`config.mk`:
```
export PLATFORM = sky130hd
export DESIGN_NAME = arp_rx_parser_flat
export DESIGN_NICKNAME = d
export VERILOG_FILES = /design/src/rtl/arp_rx_parser_if.sv /design/src/rtl/arp_rx_parser.sv /design/src/flat_wrapper.sv
export SDC_FILE = /design/constraint.sdc
export NUM_CORES = 1
export LEC_CHECK = 0
export CAP_MARGIN = 20
export CORE_MARGIN = 2
export CORE_UTILIZATION = 50
export CTS_CLUSTER_SIZE = 12
export DETAILED_ROUTE_END_ITERATION = 12
export PLACE_DENSITY = 0.74
export SLEW_MARGIN = 20
export SYNTH_ARGS = -nofsm -noshare
export SYNTH_HDL_FRONTEND = slang
export SYNTH_SLANG_ARGS = --single-unit
```
`constraint.sdc`:
```
create_clock -name clock -period 22.9 [get_ports clock]
set_input_delay 2.29 -clock clock [delete_from_list [all_inputs] [get_ports clock]]
set_output_delay 2.29 -clock clock [all_outputs]
set_load 0.02 [all_outputs]
```
`src/rtl/arp_rx_parser_if.sv`:
```
// ARP receive parser bus: payload word stream in, frame CRC verdict in,
// parsed packet out under ready/valid, plus the drop-reason pulse.
interface arp_rx_parser_if #(
  parameter int DW = 16
);
  logic          in_valid;
  logic          in_sof;
  logic          in_eof;
  logic [DW-1:0] in_data;
  logic          crc_valid;
  logic          crc_match;
  logic          out_valid;
  logic          out_ready;
  logic          out_is_reply;
  logic [47:0]   out_sha;
  logic [31:0]   out_spa;
  logic [47:0]   out_tha;
  logic [31:0]   out_tpa;
  logic          err_pulse;
  logic [2:0]    err_code;

  modport master (
    output in_valid, in_sof, in_eof, in_data, crc_valid, crc_match, out_ready,
    input  out_valid, out_is_reply, out_sha, out_spa, out_tha, out_tpa,
           err_pulse, err_code
  );

  modport slave (
    input  in_valid, in_sof, in_eof, in_data, crc_valid, crc_match, out_ready,
    output out_valid, out_is_reply, out_sha, out_spa, out_tha, out_tpa,
           err_pulse, err_code
  );
endinterface

```
`src/rtl/arp_rx_parser.sv`:
```
// ARP receive parser: collects the 28-byte ARP payload (MSB-first words),
// checks the header, waits for the frame CRC verdict and holds the parsed
// packet until the consumer takes it. Drops are reported on err_pulse.
// Optional: define ARP_TPA_FILTER_EN to drop packets whose TPA is not local_ip.
module arp_rx_parser #(
  parameter int DW          = 16,
  parameter int CRC_TIMEOUT = 64
) (
  input  logic           clock,
  input  logic           reset,
  input  logic [31:0]    local_ip,
  arp_rx_parser_if.slave bus
);
  localparam int NW = 224 / DW;
  localparam int CW = $clog2(NW);
  localparam int TW = $clog2(CRC_TIMEOUT + 1);
  localparam logic [CW-1:0] LAST = CW'(NW - 1);
  localparam logic [TW-1:0] TMAX = TW'(CRC_TIMEOUT - 1);

  localparam logic [2:0] E_HDR   = 3'd1;
  localparam logic [2:0] E_SHORT = 3'd2;
  localparam logic [2:0] E_CRC   = 3'd3;
  localparam logic [2:0] E_TMO   = 3'd4;
  localparam logic [2:0] E_BUSY  = 3'd5;
  localparam logic [2:0] E_ABORT = 3'd6;
  localparam logic [2:0] E_TPA   = 3'd7;

  typedef enum logic [2:0] {IDLE, RECV, PAD, WAIT_CRC, HOLD, DROP} state_t;

  state_t        state_q, state_d;
  logic [CW-1:0] cnt_q, cnt_d;
  logic [TW-1:0] tmr_q, tmr_d;
  logic [223:0]  pkt_q, pkt_d;
  logic          out_valid_q, out_valid_d;
  logic [160:0]  out_q, out_d;            // {is_reply, sha, spa, tha, tpa}
  logic          err_pulse_q, err_pulse_d;
  logic [2:0]    err_code_q, err_code_d;

  logic          sof, start, drop;
  logic [2:0]    drop_code;
  logic [223:0]  pkt_shift;
  logic          hdr_ok, tpa_ok;

  assign sof = bus.in_valid & bus.in_sof;

  // Words shift in at the bottom; after NW words word 0 sits at [223 -: DW].
  assign pkt_shift = {pkt_q[223-DW:0], bus.in_data};

  // Header is judged on the completed packet, i.e. as the last word lands.
  assign hdr_ok = (pkt_shift[223:208] == 16'h0001) &&
                  (pkt_shift[207:192] == 16'h0800) &&
                  (pkt_shift[191:184] == 8'd6)     &&
                  (pkt_shift[183:176] == 8'd4)     &&
                  ((pkt_shift[175:160] == 16'd1) || (pkt_shift[175:160] == 16'd2));

`ifdef ARP_TPA_FILTER_EN
  assign tpa_ok = (pkt_q[31:0] == local_ip);
`else
  assign tpa_ok = 1'b1;
  logic unused_local_ip;
  assign unused_local_ip = ^local_ip;
`endif

  // Top word of the shift register only ever leaves through pkt_q itself.
  logic unused_pkt_top;
  assign unused_pkt_top = ^pkt_q[223 -: DW];

  // Next-state, capture and error decisions.
  always_comb begin
    state_d     = state_q;
    cnt_d       = cnt_q;
    tmr_d       = tmr_q;
    pkt_d       = pkt_q;
    out_valid_d = out_valid_q;
    out_d       = out_q;
    err_pulse_d = 1'b0;
    err_code_d  = err_code_q;
    start       = 1'b0;
    drop        = 1'b0;
    drop_code   = E_HDR;

    case (state_q)
      IDLE, DROP: begin
        if (sof) start = 1'b1;
        else     state_d = IDLE;
      end
      RECV: begin
        if (sof) begin
          start       = 1'b1;
          err_pulse_d = 1'b1;
          err_code_d  = E_ABORT;
        end else if (bus.in_valid) begin
          pkt_d = pkt_shift;
          cnt_d = cnt_q + 1'b1;
          if (cnt_q == LAST) begin
            if (!hdr_ok) begin
              drop = 1'b1; drop_code = E_HDR;
            end else if (bus.in_eof) begin
              state_d = WAIT_CRC;
              tmr_d   = '0;
            end else begin
              state_d = PAD;
            end
          end else if (bus.in_eof) begin
            drop = 1'b1; drop_code = E_SHORT;
          end
        end
      end
      PAD: begin
        if (sof) begin
          start       = 1'b1;
          err_pulse_d = 1'b1;
          err_code_d  = E_ABORT;
        end else if (bus.in_valid && bus.in_eof) begin
          state_d = WAIT_CRC;
          tmr_d   = '0;
        end
      end
      WAIT_CRC: begin
        if (sof) begin
          start       = 1'b1;
          err_pulse_d = 1'b1;
          err_code_d  = E_ABORT;
        end else if (bus.crc_valid) begin
          if (!bus.crc_match) begin
            drop = 1'b1; drop_code = E_CRC;
          end else if (!tpa_ok) begin
            drop = 1'b1; drop_code = E_TPA;
          end else begin
            state_d     = HOLD;
            out_valid_d = 1'b1;
            out_d       = {pkt_q[175:160] == 16'd2, pkt_q[159:0]};
          end
        end else if (tmr_q == TMAX) begin
          // Timer stops at TMAX: it is never incremented past it.
          drop = 1'b1; drop_code = E_TMO;
        end else begin
          tmr_d = tmr_q + 1'b1;
        end
      end
      HOLD: begin
        if (bus.out_ready) begin
          out_valid_d = 1'b0;
          state_d     = IDLE;
        end
        if (sof) begin
          err_pulse_d = 1'b1;
          err_code_d  = E_BUSY;
        end
      end
      default: state_d = IDLE;
    endcase

    // The sof word is always word 0 of a fresh packet; its in_eof is ignored
    // since a complete ARP payload spans at least seven words.
    if (start) begin
      pkt_d   = pkt_shift;
      cnt_d   = CW'(1);
      state_d = RECV;
    end
    if (drop) begin
      state_d     = DROP;
      err_pulse_d = 1'b1;
      err_code_d  = drop_code;
    end
  end

  // State and datapath registers.
  always_ff @(posedge clock or posedge reset) begin
    if (reset) begin
      state_q     <= IDLE;
      cnt_q       <= '0;
      tmr_q       <= '0;
      pkt_q       <= '0;
      out_valid_q <= 1'b0;
      out_q       <= '0;
      err_pulse_q <= 1'b0;
      err_code_q  <= '0;
    end else begin
      state_q     <= state_d;
      cnt_q       <= cnt_d;
      tmr_q       <= tmr_d;
      pkt_q       <= pkt_d;
      out_valid_q <= out_valid_d;
      out_q       <= out_d;
      err_pulse_q <= err_pulse_d;
      err_code_q  <= err_code_d;
    end
  end

  assign bus.out_valid    = out_valid_q;
  assign bus.out_is_reply = out_q[160];
  assign bus.out_sha      = out_q[159:112];
  assign bus.out_spa      = out_q[111:80];
  assign bus.out_tha      = out_q[79:32];
  assign bus.out_tpa      = out_q[31:0];
  assign bus.err_pulse    = err_pulse_q;
  assign bus.err_code     = err_code_q;
endmodule

```
`src/flat_wrapper.sv`:
```
// flat-port wrapper written by rule: the top's interface ports become plain ports
module arp_rx_parser_flat 
#(
  parameter int DW          = 16,
  parameter int CRC_TIMEOUT = 64
)
  (clock, reset, local_ip, bus_in_valid, bus_in_sof, bus_in_eof, bus_in_data, bus_crc_valid, bus_crc_match, bus_out_ready, bus_out_valid, bus_out_is_reply, bus_out_sha, bus_out_spa, bus_out_tha, bus_out_tpa, bus_err_pulse, bus_err_code);
  arp_rx_parser_if #(.DW(DW)) bus_i ();
  input  logic clock;
  input  logic reset;
  input  logic [31:0] local_ip;
  input wire logic [$bits(bus_i.in_valid)-1:0] bus_in_valid;
  input wire logic [$bits(bus_i.in_sof)-1:0] bus_in_sof;
  input wire logic [$bits(bus_i.in_eof)-1:0] bus_in_eof;
  input wire logic [$bits(bus_i.in_data)-1:0] bus_in_data;
  input wire logic [$bits(bus_i.crc_valid)-1:0] bus_crc_valid;
  input wire logic [$bits(bus_i.crc_match)-1:0] bus_crc_match;
  input wire logic [$bits(bus_i.out_ready)-1:0] bus_out_ready;
  output wire logic [$bits(bus_i.out_valid)-1:0] bus_out_valid;
  output wire logic [$bits(bus_i.out_is_reply)-1:0] bus_out_is_reply;
  output wire logic [$bits(bus_i.out_sha)-1:0] bus_out_sha;
  output wire logic [$bits(bus_i.out_spa)-1:0] bus_out_spa;
  output wire logic [$bits(bus_i.out_tha)-1:0] bus_out_tha;
  output wire logic [$bits(bus_i.out_tpa)-1:0] bus_out_tpa;
  output wire logic [$bits(bus_i.err_pulse)-1:0] bus_err_pulse;
  output wire logic [$bits(bus_i.err_code)-1:0] bus_err_code;
  assign bus_i.in_valid = bus_in_valid;
  assign bus_i.in_sof = bus_in_sof;
  assign bus_i.in_eof = bus_in_eof;
  assign bus_i.in_data = bus_in_data;
  assign bus_i.crc_valid = bus_crc_valid;
  assign bus_i.crc_match = bus_crc_match;
  assign bus_i.out_ready = bus_out_ready;
  assign bus_out_valid = bus_i.out_valid;
  assign bus_out_is_reply = bus_i.out_is_reply;
  assign bus_out_sha = bus_i.out_sha;
  assign bus_out_spa = bus_i.out_spa;
  assign bus_out_tha = bus_i.out_tha;
  assign bus_out_tpa = bus_i.out_tpa;
  assign bus_err_pulse = bus_i.err_pulse;
  assign bus_err_code = bus_i.err_code;
  arp_rx_parser #(.DW(DW), .CRC_TIMEOUT(CRC_TIMEOUT)) u_core (.clock(clock), .reset(reset), .local_ip(local_ip), .bus(bus_i));
endmodule
```
==> results of run 1 <==
[synth_stat cells, types with 2 or more instances]
cell type,count
a31oi_1,9
clkbuf_1,24
or2_2,2
a21oi_1,3
and2_1,2
and3_1,3
nor2_1,8
nor4bb_1,2
nand3_1,5
mux2_2,208
nand2_1,503
dfrtp_1,388
o211ai_1,6
nand2b_1,3
nor2b_1,2
o2111ai_1,2
nor3_1,4
inv_1,8
o21ai_0,19
nand4_1,4
ha_1,3
o31ai_1,4
buf_2,41
nor4_1,17
nand3b_1,3
o21a_1,3
[cell type report]
cell class                      instances  area, sq um
Fill cell                            2361        11100
Sequential cell                       388         9710
Multi-Input combinational cell        832         5060
Timing Repair Buffer                  198         1990
Clock buffer                           58         1150
Tap cell                              390          488
Clock inverter                          6         62.6
Inverter                                8         37.5
[worst paths after layout]
| path | start | depth (start not counted) | to |
|---|---|---|---|
| min reg2reg | u_core.out_q[114] | 2 | u_core.out_q[114] |
| max reg2reg | u_core.state_q[0] | 6 | u_core.pkt_q[159] |
| max | bus_in_sof | 8 | u_core.pkt_q[159] |
| min | u_core.out_q[114] | 2 | u_core.out_q[114] |
| max in group asynchronous | reset | 4 | u_core.pkt_q[96] |
| min in group asynchronous | reset | 2 | u_core.out_q[21] |
[per-layer routing]
metal / vias up / routed length (um) / part of all wire (%) / global-route usage (%)
met1: 4981 / 14700 / 44 / 29.9
li1: 4622 / - / - / -
met5: - / 0 / 0 / 0
met2: 219 / 16100 / 48 / 35.7
met4: 0 / 531 / 1.6 / 5.05
met3: 45 / 2350 / 7.0 / 6.15
[logic make-up (layout without fill, tap and decap cells)]
family | after synthesis | count (layout) | synth area share [%]
buf+inv | 73 | 270 | 2.16
flops | 388 | 388 | 64.4
simple gates | 564 | 564 | 15.0
mux | 209 | 209 | 15.6
compound gates | 54 | 54 | 2.46
xor+xnor | 2 | 2 | 0.116
fa+ha+maj | 3 | 3 | 0.249
[per-stage QoR]
| stage | hold slack (ns) | util [%] |
|---|---|---|
| 2_1_floorplan | 0.437 | - |
| 3_3_place_gp | 0.457 | 58.2 |
| 3_5_place_dp | 0.461 | 58.2 |
| 4_1_cts | 0.475 | 62.3 |
| 5_1_grt | 0.484 | 62.4 |
| 6_report | 0.470 | 62.4 |
[cell usage in the layout (no fill, tap or decap), types with 3 or more instances in the layout]
cell type and n:
o211ai_1 6, o21ai_0 19, clkbuf_1 13, a21oi_1 3, inv_1 7, clkdlybuf4s50_1 189
a31oi_1 9, nor4_1 17, mux2_2 208, nand4_1 4, o31ai_1 4, clkinv_2 3
nand2_1 503, and3_1 3, nand3b_1 3, nand3_1 4, nor2_1 7, nand2b_1 3
nor3_1 4, buf_4 7, dfrtp_1 388, ha_1 3, o21a_1 3, clkbuf_16 43
[power by group through the flow]
stage	Clock [mW]	Sequential (mW)	Combinational [mW]
final	0.612	1.03	0.252
after global routing	0.655	1.06	0.279
after CTS	0.626	1.03	0.255
after detailed placement	0	1.04	0.253
after global placement	0	1.03	0.241
after floorplan	0	0.963	0.213
[worst reg2reg max path: cells and delay by family (launching register included)]
family	cells	cell delay, ns
AO/OA/AOI/OAI	1	0.20
buffers and inverters	3	2.43
flip-flops	1	0.50
multiplexers	1	0.47
AND/OR/NAND/NOR	1	0.25
[state kept, by name (all words and copies together), names as in the netlist]
| name | flops |
|---|---|
| u_core.bus.err_code | 3 |
| u_core.bus.err_pulse | 1 |
| u_core.bus.out_valid | 1 |
| u_core.cnt_q | 4 |
| u_core.out_q | 161 |
| u_core.pkt_q | 208 |
| u_core.state_q | 3 |
| u_core.tmr_q | 7 |
==> metrics.cfg, run 1 <==
[outcome]
outcome = finished, final reports clean

[setup_path]
crit_top_cell = buf_4
r2r_slack_ns = 18.93
cp_top_family = buffers and inverters
slowest_delay_ns = 0.94
crit_path_max_fanout = 81
crit_arrival_ns = 6.16
crit_required_ns = 23.29
crit_slowest_cell = buf_4
path_cells = clkdlybuf4s50_1, nand3b_1, nand2_1, o211ai_1, buf_4, buf_4, buf_4, mux2_2
critPathBufInv = 4
critPathKind = in -> reg
crit_path_start_kind = input port
endpoint_kind = flip-flop

[route]
drt_iter0_markers = 677
routed_wl_um = 33700
vias_per_cell = 5.25
drcViolationCount = 0
vias = 9867
first_pass_iters = 5
wl_per_cell_um = 17.9
postRouteAntennaNets = 0

[synthesis]
async_reset_ff_share_pct = 100
syn_area_sq_um = 15100
synth.distinct_cells = 43
synth_top_area_cell = dfrtp_1
yosysWarnings = 0
seq_area_frac_synth_pct = 64.4
syn_area_per_cell_sq_um = 11.7
synthesis.instances = 1293
syn_nets = 1352
synth_area_leaders = dfrtp_1 64%, mux2_2 16%, nand2_1 13%, buf_2 1.4%, nor4_1 0.71%
ys_ff_latch = 388
synthFlopType = dfrtp_1
yosysTopAreaCellShare_pct = 64.4
synth_edf_count = 0

[clock_tree]
cts.sinks = 388
cts_buffers = 41
cts_hold_buf = 0
htreeDepth = 2
cts-root-buf = clkbuf_16
clk_latency_ns = 0.52
clock_path_buffers = 3
clk_pin_slew_ns = 0.06
post_cts_buffers = 0
post_cts_resized = 0
cts_tree = done

[sta]
rsz0062_at_grt = no
tightestPinTransition_ns = 1.05
drv_slew = 0
worst_slack_ns = 17.13
finalHoldViolCount = 0
clock_skew_ns = 0.0183
setup_viol = 0
period_share_pct = 25.2
slew_headroom_pct = 30.0
fin_setup_tns_ns = 0
fmax_mhz = 173
min_period_ns = 5.77

[placed_design]
pre_cts_ws_ns = 16.53
io_buffer_count = 189
placed_area_sq_um = 17300
dp_hpwl_um = 21500
finalWeightedCongestion = 0.804
place_inst = 1815

[cells_and_area]
instances_no_fill = 1880
nNetsFinal = 1528
antennaDiodeCount = 0
area_growth_pct = 22.7
fin_area_sq_um = 18500
layout-drive-gt1-share_pct = 18.6

[flow_run]
max_cap_violations = 0

[pwr]
pwr-share-clk_pct = 32.3
intPower_mw = 1.38
ir_drop_mv = 0.0700
switching_share_pct = 27.0
pwr-share-comb_pct = 13.3
p_leak_nw = 8.74
p_switching_mw = 0.511
power_density_nw_per_um2 = 102
power.total_mw = 1.89
seq_power_share_pct = 54.4

[floorplanning]
dieArea_sq_um = 31600
std_cell_rows = 63
die_height_um = 178
die_w_um = 178
start_util_pct = 50.9
core_area_sq_um = 29600
ioPinCount = 222

[global_route]
grt_pass1_wl_um = 55000
grt_pass1_vias = 10200
grt_start_max_net_pins = 182
grt_usage_pct = 22.1
grt-ovfl-total = 0
antenna_found_initial = 0

[min_path]
hp-class = reg -> reg

(Power assumes the default switching activity.)
==> run 2: changes to the inputs <==
- clock period: 22.9 -> 5.9 ns (I/O delays scaled with it)
==> run 2 against run 1 <==
Against the previous run:
- final area rose by 0.17%
- routed wire length fell by 1.1%
- die area did not move
- count of clock-buffer cells in the layout fell by 2
- sequential cell count did not move
- critical path depth fell by 2
- clock power rose to 3.9 times the previous value
- sequential share of layout area fell by 0.089 points
==> metrics.cfg, run 2 (synthesized netlist as in run 1, its figures left out) <==
[outcome]
outcome = finished, final reports clean

[route]
wl_met2_um = 15800  ; -2.0%
first_pass_iters = 4  ; -1
routed_wl_um = 33300  ; -1.1%
postRouteAntennaNets = 0  ; unchanged
routed.top_layer = met4
m1WireLength_um = 14300  ; -2.3%
drt_iter0_markers = 666  ; -1.6%
drcViolationCount = 0  ; unchanged
vias = 9860  ; -0.071%
wl_per_cell_um = 17.7  ; -1.1%
dr_wl_met3_um = 2530  ; +7.6%
vias_per_cell = 5.24  ; about the same

[clock_tree]
cts.sinks = 388  ; unchanged
cts_hold_buf = 0  ; unchanged
post_cts_resized = 0  ; unchanged
cts-root-buf = clkbuf_16
clk_latency_ns = 0.53  ; about the same
post_cts_buffers = 0  ; unchanged
clock_path_buffers = 3  ; unchanged
cts_tree = done
clk_pin_slew_ns = 0.06  ; about the same
htreeDepth = 2  ; unchanged
cts_buffers = 41  ; unchanged

[cells_and_area]
final_common_cell = nand2_1
layout-drive-gt1-share_pct = 18.7  ; +0.13 points
largest_reg_flops = 208  ; unchanged
largest_register = u_core.pkt_q
largestRegisters = u_core.pkt_q (208), u_core.out_q (161), u_core.tmr_q (7)
nNetsFinal = 1527  ; -0.065%
utilization_pct = 62.5  ; +0.11 points
instances_no_fill = 1880  ; unchanged
antennaDiodeCount = 0  ; unchanged
final_cell_mix = 503 x nand2_1, 388 x dfrtp_1, 208 x mux2_2, 189 x clkdlybuf4s50_1, 41 x clkbuf_16
area_growth_pct = 22.9

[sta]
fin_setup_tns_ns = 0  ; unchanged
tightestPinTransition_ns = 1.02  ; -0.0282 ns
fmax_mhz = 337
period_share_pct = 50.3
finalHoldViolCount = 0  ; unchanged
min_period_ns = 2.96
slew_headroom_pct = 31.9  ; +1.9 points
rsz0062_at_grt = no
setup_viol = 0  ; unchanged
drv_slew = 0  ; unchanged
clock_skew_ns = 0.0181  ; -0.000170 ns

[global_route]
grt_usage_pct = 21.5  ; -0.58 points
grt_pass1_wl_um = 53600  ; -2.5%
grt_start_max_net_pins = 183  ; +0.55%
antenna_found_initial = 0  ; unchanged
grt-ovfl-total = 0  ; unchanged
grt_pass1_vias = 9927  ; -2.8%

[placed_design]
place_inst = 1815  ; unchanged
finalWeightedCongestion = 0.823  ; +2.4%
io_buffer_count = 189  ; unchanged
dp_hpwl_um = 21200  ; -1.4%

[setup_path]
r2r_cells = 6  ; unchanged
crit_arrival_ns = 3.38  ; -2.78 ns
crit_required_ns = 6.32  ; -16.97 ns
crit_path_start_kind = flip-flop
endpoint_kind = flip-flop
timing.rr.start = u_core.state_q[2]
crit_path_max_fanout = 89  ; +9.9%
r2r_slack_ns = 2.94  ; -15.99 ns
reg2reg_to = u_core.out_q[78]
critPathKind = reg -> reg

[min_path]
hp-class = in -> async

[floorplanning]
start_util_pct = 50.9  ; unchanged
die_height_um = 178  ; unchanged
std_cell_rows = 63  ; unchanged
ioPinCount = 222  ; unchanged
core_area_sq_um = 29600  ; unchanged
dieArea_sq_um = 31600  ; unchanged
die_w_um = 178  ; unchanged

[pwr]
power_density_nw_per_um2 = 398  ; +290%
p_leak_nw = 8.74  ; about the same
ir_drop_mv = 0.282  ; +300%

[flow_run]
max_cap_violations = 0  ; unchanged

[run 2: power breakdown]
part	internal [mW]	switching (mW)	leakage, nW
logic	0.636	0.341	3.18
clock network	1.41	0.996	0.600
registers	3.34	0.649	4.96
[run 2: stage by stage]
stage | power (mW) | worst slack (ns) | hold slack, ns | area (sq um)
4_1_cts | 7.44 | 2.97 | 0.400 | 18500
6_report | 7.37 | 2.94 | 0.408 | 18500
2_1_floorplan | 4.57 | 0.0921 | 0.437 | 15100
3_5_place_dp | 5.02 | 2.55 | 0.461 | 17300
5_1_grt | 7.72 | 2.68 | 0.418 | 18500
3_3_place_gp | 4.95 | 2.53 | 0.457 | 17300
[run 2: area by class of cell]
class / count / area, sq um
clock inverter: 9 / 105
sequential: 388 / 9710
tap: 390 / 488
clock buffer: 56 / 1120
inverter: 8 / 33.8
fill: 2341 / 11100
timing repair buffer: 197 / 2010
multi-input combinational: 832 / 5060
[run 2: worst max path at each step]
stage,start,to,cells after the start
final,u_core.state_q[2],u_core.out_q[78],6
after global routing,u_core.state_q[0],u_core.out_q[83],6
after CTS,u_core.state_q[0],u_core.out_q[83],6
after detailed placement,bus_in_sof,u_core.out_q[86],7
after global placement,bus_in_sof,u_core.out_q[62],7
after floorplan,reset,u_core.bus.err_code[0],1
[run 2: metal layers]
layer,up-vias,global-route usage (%)
met5,-,0
met4,0,5.40
met3,52,6.41
met2,235,33.9
met1,4966,29.4
li1,4607,-
[run 2: worst max-delay path: stages, from the launching register on]
cell	delay, ns
dfrtp_1	0.50
and3b_1	0.53
and2_1	0.31
nand3_4	0.70
buf_12	0.52
nand2_1	0.15
nand2_1	0.06
==> run 3: changes to the inputs <==
- CORE_UTILIZATION: 50 -> 49
- PLACE_DENSITY: 0.74 -> 0.76
- clock period: 5.9 -> 2.5 ns (I/O delays scaled with it)
==> run 3 against run 2 <==
Against the previous run:
- critical path depth fell by 1
- count of clock-buffer cells in the layout rose by 2
- sequential share of layout area down 1.1 points
- critical endpoint is now u_core.tmr_q[5]
- clock skew down 0.0062 ns
- power up 140%
- register-to-register slack got worse by 2.7 ns
- utilization fell by 0.37 points
==> metrics.cfg, run 3 (synthesized netlist as in run 1, its figures left out) <==
[flow_run]
max_cap_violations = 0  ; unchanged

[sta]
period_share_pct = 91.4  ; +41 points
drv_slew = 0  ; unchanged
fmax_mhz = 438  ; +30%
finalHoldViolCount = 0  ; unchanged
slew_headroom_pct = 59.8  ; +28 points
setup_viol = 0  ; unchanged
worst_slack_ns = 0.216  ; -2.72 ns
rsz0062_at_grt = no
clock_skew_ns = 0.0119  ; -0.00622 ns
tightestPinTransition_ns = 0.597  ; -0.424 ns
min_period_ns = 2.28  ; -0.681 ns
fin_setup_tns_ns = 0  ; unchanged

[placed_design]
io_buffer_count = 189  ; unchanged
dp_hpwl_um = 23300  ; +9.7%
place_inst = 1848  ; +1.8%
pre_cts_ws_ns = 0.118  ; -2.43 ns
finalWeightedCongestion = 0.828  ; +0.55%
placed_area_sq_um = 17700  ; +2.2%

[setup_path]
endpoint_kind = flip-flop
path_cells = nor4_1, nand3_1, or4_4, a2111oi_4, o21ai_0
cp_top_family = simple AND/OR/NAND/NOR gates
crit_path_max_fanout = 7  ; -92%
critPathKind = reg -> reg
r2r_slack_ns = 0.22  ; -2.72 ns
reg2reg_to = u_core.tmr_q[5]
crit_arrival_ns = 2.66  ; -0.72 ns
critPathBufInv = 0  ; -1
crit_required_ns = 2.88  ; -3.44 ns
slowest_delay_ns = 0.62  ; -0.08 ns
crit_slowest_cell = or4_4
timing.rr.start = u_core.pkt_q[165]
crit_path_start_kind = flip-flop
r2r_cells = 5  ; -1

[cells_and_area]
final_cell_mix = 503 x nand2_1, 388 x dfrtp_1, 208 x mux2_2, 189 x clkdlybuf4s50_1, 43 x clkbuf_16
nNetsFinal = 1554  ; +1.8%
instances_no_fill = 1913  ; +1.8%
area_growth_pct = 25.5
largest_register = u_core.pkt_q
largestRegisters = u_core.pkt_q (208), u_core.out_q (161), u_core.tmr_q (7)
antennaDiodeCount = 0  ; unchanged
largest_reg_flops = 208  ; unchanged
final_common_cell = nand2_1
fin_area_sq_um = 18900  ; +2.1%
layout-drive-gt1-share_pct = 20.4  ; +1.6 points

[clock_tree]
post_cts_buffers = 0  ; unchanged
cts_hold_buf = 0  ; unchanged
clk_pin_slew_ns = 0.06  ; about the same
cts_tree = done
post_cts_resized = 0  ; unchanged
cts.sinks = 388  ; unchanged
clk_latency_ns = 0.52  ; about the same
cts-root-buf = clkbuf_16
htreeDepth = 2  ; unchanged
cts_buffers = 41  ; unchanged
clock_path_buffers = 3  ; unchanged

[pwr]
p_leak_nw = 8.94  ; +2.2%
power_density_nw_per_um2 = 929  ; +130%
power.total_mw = 17.6  ; +140%
ir_drop_mv = 0.492  ; +74%

[floorplanning]
dieArea_sq_um = 32200  ; +2.0%
std_cell_rows = 64  ; +1.6%
ioPinCount = 222  ; unchanged
die_height_um = 179  ; +0.99%
die_w_um = 179  ; +0.99%
start_util_pct = 49.5  ; -1.3 points
core_area_sq_um = 30400  ; +2.7%

[outcome]
outcome = finished, final reports clean

[min_path]
hp-class = in -> async

[route]
vias = 10100  ; +2.5%
postRouteAntennaNets = 0  ; unchanged
routed_wl_um = 34800  ; +4.3%
wl_per_cell_um = 18.2  ; +2.5%
vias_per_cell = 5.28  ; +0.77%
first_pass_iters = 5  ; +1
drcViolationCount = 0  ; unchanged
drt_iter0_markers = 761  ; +14%

[global_route]
antenna_found_initial = 0  ; unchanged
grt_pass1_vias = 10400  ; +4.7%
grt-ovfl-total = 0  ; unchanged
grt_start_max_net_pins = 93  ; -49%
grt_pass1_wl_um = 57100  ; +6.5%
grt_usage_pct = 21.9  ; +0.34 points

==> run 3: metal layers <==
| layer | GRT usage [%] | up-vias | share of wire (%) |
|---|---|---|---|
| li1 | - | 4683 | - |
| met1 | 29.2 | 5138 | 43 |
| met5 | 0 | - | 0 |
| met4 | 5.07 | 0 | 1.6 |
| met3 | 6.26 | 43 | 7.0 |
| met2 | 35.8 | 246 | 49 |
==> run 3: through the flow <==
step / hold slack, ns / utilization [%]
2_1_floorplan: 0.353 / -
3_3_place_gp: 0.457 / 58.1
3_5_place_dp: 0.462 / 58.1
4_1_cts: 0.00344 / 62.1
5_1_grt: 0.0161 / 62.2
6_report: 0.0245 / 62.2
==> run 3: final cells by class <==
cell class / instances / area, sq um
Fill cell: 2334 / 11500
Sequential cell: 388 / 9710
Multi-Input combinational cell: 832 / 5070
Timing Repair Buffer: 224 / 2380
Clock buffer: 58 / 1180
Tap cell: 396 / 495
Clock inverter: 7 / 46.3
Inverter: 8 / 33.8
==> run 3: worst max-delay path by stage <==
stage	endpoint	slack [ns]	cells after the start	from
after global routing	u_core.tmr_q[4]	0.06	5	u_core.pkt_q[165]
after CTS	u_core.tmr_q[5]	0.05	5	u_core.pkt_q[165]
after detailed placement	u_core.tmr_q[3]	0.12	5	u_core.pkt_q[172]
after global placement	u_core.tmr_q[5]	0.17	5	u_core.pkt_q[172]
final	u_core.tmr_q[5]	0.22	5	u_core.pkt_q[165]
after floorplan	u_core.bus.err_code[0]	-2.97	1	reset
==> run 3: worst register-to-register path, stage by stage, from the launching register on <==
cell and delay [ns]:
dfrtp_1 0.40, nor4_1 0.39, nand3_1 0.16, or4_4 0.62, a2111oi_4 0.38, o21ai_0 0.19
==> run 3: report_power, final <==
group	total [mW]	switching [mW]	internal (mW)
Clock	5.62	2.35	3.27
Sequential	9.43	1.54	7.89
Combinational	2.52	0.895	1.63
Total	17.6	4.78	12.8
